--- config.mk ---
export PLATFORM = sky130hd
export DESIGN_NAME = hram_frame_dma
export DESIGN_NICKNAME = d
export VERILOG_FILES = /design/src/rtl/hram_pkg.sv /design/src/rtl/hram_buf_ring.sv /design/src/rtl/hram_frame_dma.sv
export SDC_FILE = /design/constraint.sdc
export NUM_CORES = 1
export LEC_CHECK = 0
export BUFFER_PORTS_ARGS = -buffer_cell sky130_fd_sc_hd__buf_2
export CORE_MARGIN = 8
export CORE_UTILIZATION = 25
export DETAILED_ROUTE_END_ITERATION = 7
export PLACE_DENSITY = 0.45
export SKIP_LAST_GASP = 1
export SLEW_MARGIN = 20
export SYNTH_ARGS = -nofsm -noshare
export SYNTH_HDL_FRONTEND = slang
export SYNTH_SLANG_ARGS = --single-unit
--- constraint.sdc ---
create_clock -name clk -period 2.4 [get_ports clk]
set_input_delay 0.24 -clock clk [delete_from_list [all_inputs] [get_ports clk]]
set_output_delay 0.24 -clock clk [all_outputs]
set_load 0.02 [all_outputs]
--- src/rtl/hram_pkg.sv ---
// hram_pkg: shared FSM state, geometry defaults and clog2 helper for the HyperRAM frame DMA.
package hram_pkg;

    typedef enum logic [1:0] {IDLE, CAPTURE, READBACK} state_t;

    localparam int DEF_FRAME_W     = 320;
    localparam int DEF_FRAME_H     = 256;
    localparam int DEF_FRAME_WORDS = DEF_FRAME_W * DEF_FRAME_H;

    // Bits needed to index v distinct values; 0 for v <= 1.
    function automatic int clog2(input longint v);
        int r;
        longint x;
        r = 0;
        x = v - 1;
        while (x > 0) begin
            r++;
            x = x >> 1;
        end
        return r;
    endfunction

endpackage

--- src/rtl/hram_buf_ring.sv ---
// hram_buf_ring: frame buffer ring -- write/read buffer indices, their base addresses and frame_avail.
//   clk, resetn      : clock, asynchronous active-low reset
//   advance          : pulse on the last accepted word of a capture frame
//   wr_buf, wr_base  : buffer being captured into and its first word address
//   rd_buf, rd_base  : last completed capture buffer and its first word address
//   frame_avail      : a capture frame has completed since reset
module hram_buf_ring
    import hram_pkg::*;
#(
    parameter int ADDR_WIDTH  = 22,
    parameter int FRAME_WORDS = DEF_FRAME_WORDS,
    parameter int NUM_BUFFERS = 2,
    parameter int BW          = 1
) (
    input  logic                  clk,
    input  logic                  resetn,
    input  logic                  advance,
    output logic [BW-1:0]         wr_buf,
    output logic [BW-1:0]         rd_buf,
    output logic [ADDR_WIDTH-1:0] wr_base,
    output logic [ADDR_WIDTH-1:0] rd_base,
    output logic                  frame_avail
);

    // Bases are kept incrementally so no index*FRAME_WORDS multiplier is needed.
    always_ff @(posedge clk or negedge resetn) begin
        if (!resetn) begin
            wr_buf      <= '0;
            rd_buf      <= '0;
            wr_base     <= '0;
            rd_base     <= '0;
            frame_avail <= 1'b0;
        end else if (advance) begin
            rd_buf      <= wr_buf;
            rd_base     <= wr_base;
            frame_avail <= 1'b1;
            if (wr_buf == BW'(NUM_BUFFERS - 1)) begin
                wr_buf  <= '0;
                wr_base <= '0;
            end else begin
                wr_buf  <= wr_buf + 1'b1;
                wr_base <= wr_base + ADDR_WIDTH'(FRAME_WORDS);
            end
        end
    end

endmodule

--- src/rtl/hram_frame_dma.sv ---
// hram_frame_dma: frame sequencer between the camera pixel FIFO and the HyperRAM SRAM issue port.
//   clk, resetn                  : clock, asynchronous active-low reset
//   enable, mode                 : run request; 0 = capture FIFO->RAM, 1 = readback RAM->out
//   fifo_data/empty/deq          : first-word-fall-through pixel FIFO
//   sram_req/ready/rd/addr/wr_data : request channel, held stable until ready
//   sram_rd_data_vld/rd_data     : read data return
//   out_data/out_valid           : registered readback stream, no backpressure
//   frame_done                   : one-cycle pulse per completed frame
//   frame_avail, wr_buf, rd_buf  : buffer status for the consumer
module hram_frame_dma
    import hram_pkg::*;
#(
    parameter int ADDR_WIDTH  = 22,
    parameter int DATA_WIDTH  = 16,
    parameter int FRAME_WORDS = DEF_FRAME_WORDS,
    parameter int NUM_BUFFERS = 2,
    parameter int MAX_OUTST   = 4,
    localparam int BW = clog2(NUM_BUFFERS < 2 ? 2 : NUM_BUFFERS)
) (
    input  logic                  clk,
    input  logic                  resetn,
    input  logic                  enable,
    input  logic                  mode,
    input  logic [DATA_WIDTH-1:0] fifo_data,
    input  logic                  fifo_empty,
    output logic                  fifo_deq,
    output logic                  sram_req,
    input  logic                  sram_ready,
    output logic                  sram_rd,
    output logic [ADDR_WIDTH-1:0] sram_addr,
    output logic [DATA_WIDTH-1:0] sram_wr_data,
    input  logic                  sram_rd_data_vld,
    input  logic [DATA_WIDTH-1:0] sram_rd_data,
    output logic [DATA_WIDTH-1:0] out_data,
    output logic                  out_valid,
    output logic                  frame_done,
    output logic                  frame_avail,
    output logic [BW-1:0]         wr_buf,
    output logic [BW-1:0]         rd_buf
);

    localparam int CW = clog2(FRAME_WORDS + 1);
    localparam int OW = clog2(MAX_OUTST + 1);

    if (FRAME_WORDS < 2 || NUM_BUFFERS < 1 || MAX_OUTST < 1 ||
        longint'(NUM_BUFFERS) * FRAME_WORDS > (longint'(1) << ADDR_WIDTH)) begin : g_bad_geometry
        $fatal(1, "hram_frame_dma: invalid frame/buffer geometry for ADDR_WIDTH");
    end

    state_t                state;
    state_t                next_run;
    logic [CW-1:0]         word_cnt;
    logic [CW-1:0]         issued;
    logic [CW-1:0]         rcv;
    logic [OW-1:0]         outst;
    logic                  rb_last;
    logic [ADDR_WIDTH-1:0] wr_base;
    logic [ADDR_WIDTH-1:0] rd_base;
    logic                  cap;
    logic                  rb;
    logic                  acc;
    logic                  rd_vld;
    logic                  cap_end;
    logic                  rb_end;

    assign cap          = state == CAPTURE;
    assign rb           = state == READBACK;
    assign sram_req     = cap ? !fifo_empty
                        : rb && issued < CW'(FRAME_WORDS) && outst < OW'(MAX_OUTST);
    assign sram_rd      = rb;
    assign sram_wr_data = cap ? fifo_data : '0;
    assign sram_addr    = rb ? rd_base + ADDR_WIDTH'(issued) : wr_base + ADDR_WIDTH'(word_cnt);
    assign acc          = sram_req && sram_ready;
    assign fifo_deq     = cap && acc;
    // Read data outside readback is stray and must not reach the output.
    assign rd_vld       = rb && sram_rd_data_vld;
    assign cap_end      = fifo_deq && word_cnt == CW'(FRAME_WORDS - 1);
    assign rb_end       = rd_vld && rcv == CW'(FRAME_WORDS - 1);
    // At a frame boundary mode is always allowed to select readback: a capture
    // just completed or a readback was already running, so frame_avail is set.
    assign next_run     = !enable ? IDLE : mode ? READBACK : CAPTURE;

    hram_buf_ring #(
        .ADDR_WIDTH (ADDR_WIDTH),
        .FRAME_WORDS(FRAME_WORDS),
        .NUM_BUFFERS(NUM_BUFFERS),
        .BW         (BW)
    ) u_ring (
        .clk        (clk),
        .resetn     (resetn),
        .advance    (cap_end),
        .wr_buf     (wr_buf),
        .rd_buf     (rd_buf),
        .wr_base    (wr_base),
        .rd_base    (rd_base),
        .frame_avail(frame_avail)
    );

    // rb_last delays the readback frame_done so it lands one cycle after the final out_valid.
    always_ff @(posedge clk or negedge resetn) begin
        if (!resetn) begin
            state      <= IDLE;
            word_cnt   <= '0;
            issued     <= '0;
            rcv        <= '0;
            outst      <= '0;
            rb_last    <= 1'b0;
            out_valid  <= 1'b0;
            out_data   <= '0;
            frame_done <= 1'b0;
        end else begin
            out_valid  <= rd_vld;
            out_data   <= rd_vld ? sram_rd_data : out_data;
            rb_last    <= rb_end;
            frame_done <= cap_end || rb_last;
            case (state)
                IDLE: begin
                    if (enable && (!mode || frame_avail))
                        state <= next_run;
                end
                CAPTURE: begin
                    if (cap_end) begin
                        word_cnt <= '0;
                        state    <= next_run;
                    end else if (fifo_deq) begin
                        word_cnt <= word_cnt + 1'b1;
                    end
                end
                READBACK: begin
                    if (rb_end) begin
                        issued <= '0;
                        rcv    <= '0;
                        outst  <= '0;
                        state  <= next_run;
                    end else begin
                        issued <= issued + CW'(acc);
                        rcv    <= rcv + CW'(rd_vld);
                        outst  <= outst + OW'(acc) - OW'(rd_vld);
                    end
                end
                default: state <= IDLE;
            endcase
        end
    end

endmodule
==> summary.txt <==
Run status
  • Status: finished, violations left
  • Failing checks: setup timing

Synthesis
  • EDFF count, synth: 0
  • Post-synth top cells: nand2_1, dfrtp_1, nor2_1
  • Post-synthesis cell area: 5510 sq um
  • Most frequent cell after synthesis: nand2_1
  • Predominant post-synthesis flop cell: dfrtp_1
  • Top cells by area, synth: dfrtp_1, nand2_1, xor2_1
  • Post-synth ARST share: 100%
  • Seq/Total Area, Yosys: 42.7%
  • Synth cell types: 67
  • Synth warnings: 0
  • Synth Instances: 586
  • Synth area leader: dfrtp_1
  • Avg Cell Area, Syn: 9.41 sq um
  • Flops & latches, synth: 94
  • Yosys top cell area share: 42.7%

Final layout
  • Syn-to-layout area delta: 25.6%
  • Final cell count without fillers: 985
  • N_diodes: 0
  • Final-stage net count: 756
  • Layout cells sized above 1: 30.1%
  • FILL cells: 2310

Timing
  • Final Max Slew Viols: 0
  • Setup TNS: -0.135 ns
  • Slew headroom: 59.0%
  • Final Hold Viols: 0
  • Final Skew: 0.0113 ns
  • RSZ-0062 raised after global routing: true
  • F_max: 399 MHz
  • Period minus WS final: 2.51 ns
  • # setup viols final: 3
  • Worst-margin pin slew: 0.615 ns
  • Post-route clock period utilization: 105%
  • Setup slack after layout: -0.108 ns

Die
  • Top Ports: 101
  • Core Footprint: 21800 sq um
  • Starting density of the core: 25.3%
  • Row cnt: 54
  • Die X: 164 microns
  • Die area: 27100 sq um
  • Die Y-Extent: 164 microns

Detailed routing
  • Drt pass-1 iters: 4
  • DR iter-0 viols: 220
  • ANT nets after route: 0
  • Post-Route WL: 14800 microns
  • Final routed DRC violation total: 0
  • Via count: 4462
  • Vias per Instance: 4.53
  • WL/cell: 15.0 microns

GRT
  • Initial antenna violation count: 1
  • Global Route Usage Sum: 11.1%
  • First-pass GRT wire length: 24000 microns
  • Largest net degree at the start of global routing: 43
  • Vias in the first global route: 4422
  • Grt ovf: 0

Power
  • Net Sw Frac: 27.1%
  • Clk pwr share: 39.9%
  • Combinational power share: 11.1%
  • Internal cell power: 2.51 mW
  • Pleak: 3.38 nW
  • Peak supply drop: 294 uV
  • Flop pwr share: 49.0%
  • Pwr per Cell Area: 498 nW/um^2
  • Net Sw Power: 0.935 mW

Critical path
  • CP required: 2.16 ns
  • Setup crit end kind: output port
  • Setup CP Type: flip-flop to output port
  • Arr. time, crit path: 2.27 ns
  • Crit start category: flip-flop
  • Crit-path max FO: 5

Place
  • Placed cell count: 965
  • GPL Wtd Cong: 0.736
  • IO buf count: 100
  • Final HPWL DP: 10900 microns
  • Post-Place Setup Slack: -0.0467 ns

CTS
  • CTS H-tree lvls: 3
  • CTS Buffer Depth: 2
  • CTS Buf Count: 9
  • Clk_lat worst skew: 0.35 ns
  • Clk Tree Root Cell: clkbuf_16
  • CTS tree: yes
  • Reg clk slew, reported paths: 0.07 ns
  • CTS sink count: 94

Min path
  • Type of the worst min-delay path: input pin to flip-flop

Flow run
  • Max-capacitance violation count: 0
-- power by group through the flow --
stage	clock [mW]	sequential, mW	combinational, mW
final	1.38	1.69	0.384
after global routing	1.48	1.70	0.429
after CTS	1.44	1.69	0.387
after detailed placement	0	1.72	0.384
after global placement	0	1.72	0.384
after floorplan	0	1.69	0.243
-- cell families after synthesis --
logic type	share of synthesized area [%]
AOI/OAI and AO/OA	9.12
buffers and inverters	3.99
DFF	42.7
and+or+nand+nor	26.4
other	0.0680
muxes	4.54
adders and majority gates	3.99
xor gates and xnor gates	9.21
-- flip-flops by register name (all words and copies together) (netlist names) --
signal and flops:
u_ring.wr_base 8, frame_done 1, out_data 16, u_ring.rd_base 8, u_ring.wr_buf 1, word_cnt 17, u_ring.rd_buf 1, outst 3
issued 17, state 2, rb_last 1, rcv 17, out_valid 1, u_ring.frame_avail 1
-- final timing paths --
check,from,to,slack (ns),cells past startpoint
worst max register to register,issued[15]$_DFFE_PN0N_,outst[2]$_DFFE_PN0N_,-0.02,13
worst min register to register,rb_last$_DFF_PN0_,frame_done$_DFF_PN0_,0.43,1
worst min-delay path,sram_rd_data[10],out_data[10]$_DFFE_PN0P_,0.12,2
min in group asynchronous,resetn,u_ring.wr_buf$_DFFE_PN0N_,0.44,2
max in group asynchronous,resetn,u_ring.wr_base[21]$_DFFE_PN0N_,1.29,3
worst max-delay path,issued[16]$_DFFE_PN0N_,sram_addr[20],-0.11,8
-- per-layer routing --
layer,track usage [%],wire length [microns],part of all wire [%],vias to the layer above
met5,0,14,0.095,-
met4,4.05,206,1.4,2
met3,1.92,468,3.2,15
met2,17.4,6840,46,67
met1,15.1,7270,49,2137
li1,-,-,-,2241
-- worst max-delay path, cell delays in order (launching register included) --
cell      delay [ns]
dfrtp_1         0.39
buf_6           0.13
ha_4            0.28
nor2_1          0.05
or3_4           0.33
o221a_1         0.22
a211oi_2        0.14
o311a_1         0.23
buf_6           0.13
-- placed cells by master (no fill, tap or decap), types with 5 or more instances in the layout --
cell and instances:
xnor2_1 19, nor2b_1 6, ha_1 8, a21oi_1 14, nand2b_1 8, clkbuf_16 9, ha_4 6, mux2_2 16
buf_2 94, o21ai_1 12, a22o_1 8, nand4_1 14, xor2_1 39, and3_1 8, mux2i_1 7, inv_1 5
dfrtp_1 92, nand3_1 26, buf_4 34, o21ai_0 11, and2_1 19, or3_1 6, nor2_1 44, and4_1 9
nand2_1 101
-- area by class of cell --
cell class	count	area (sq um)	share of cell area, %
clock inverters	3	20.0	0.289
repair buffers	134	801	11.6
clock buffers	13	250	3.62
multi-input cells	452	3110	45.0
well taps	280	350	5.06
flip-flops and latches	94	2350	34.0
inverters	9	33.8	0.488
-- metrics by stage --
stage / hold slack [ns] / cell area [sq um] / power, mW / utilization, %
2_1_floorplan: -0.0556 / 5540 / 1.94 / -
3_3_place_gp: 0.308 / 6450 / 2.10 / 29.6
3_5_place_dp: 0.302 / 6450 / 2.10 / 29.6
4_1_cts: 0.105 / 6810 / 3.51 / 31.3
5_1_grt: 0.109 / 6920 / 3.61 / 31.8
6_report: 0.118 / 6920 / 3.45 / 31.8
-- repair_timing --
item / 4_1_cts / 5_1_grt
hold buffers: 1 / 0
setup endpoints to repair: 7 / 9
resized for setup: 18 / 21
pin swaps: 8 / 12
endpoints found under the hold margin: 40 / 0
buffers inserted: 0 / 3
Note: power is estimated with default switching activity, not from simulation.
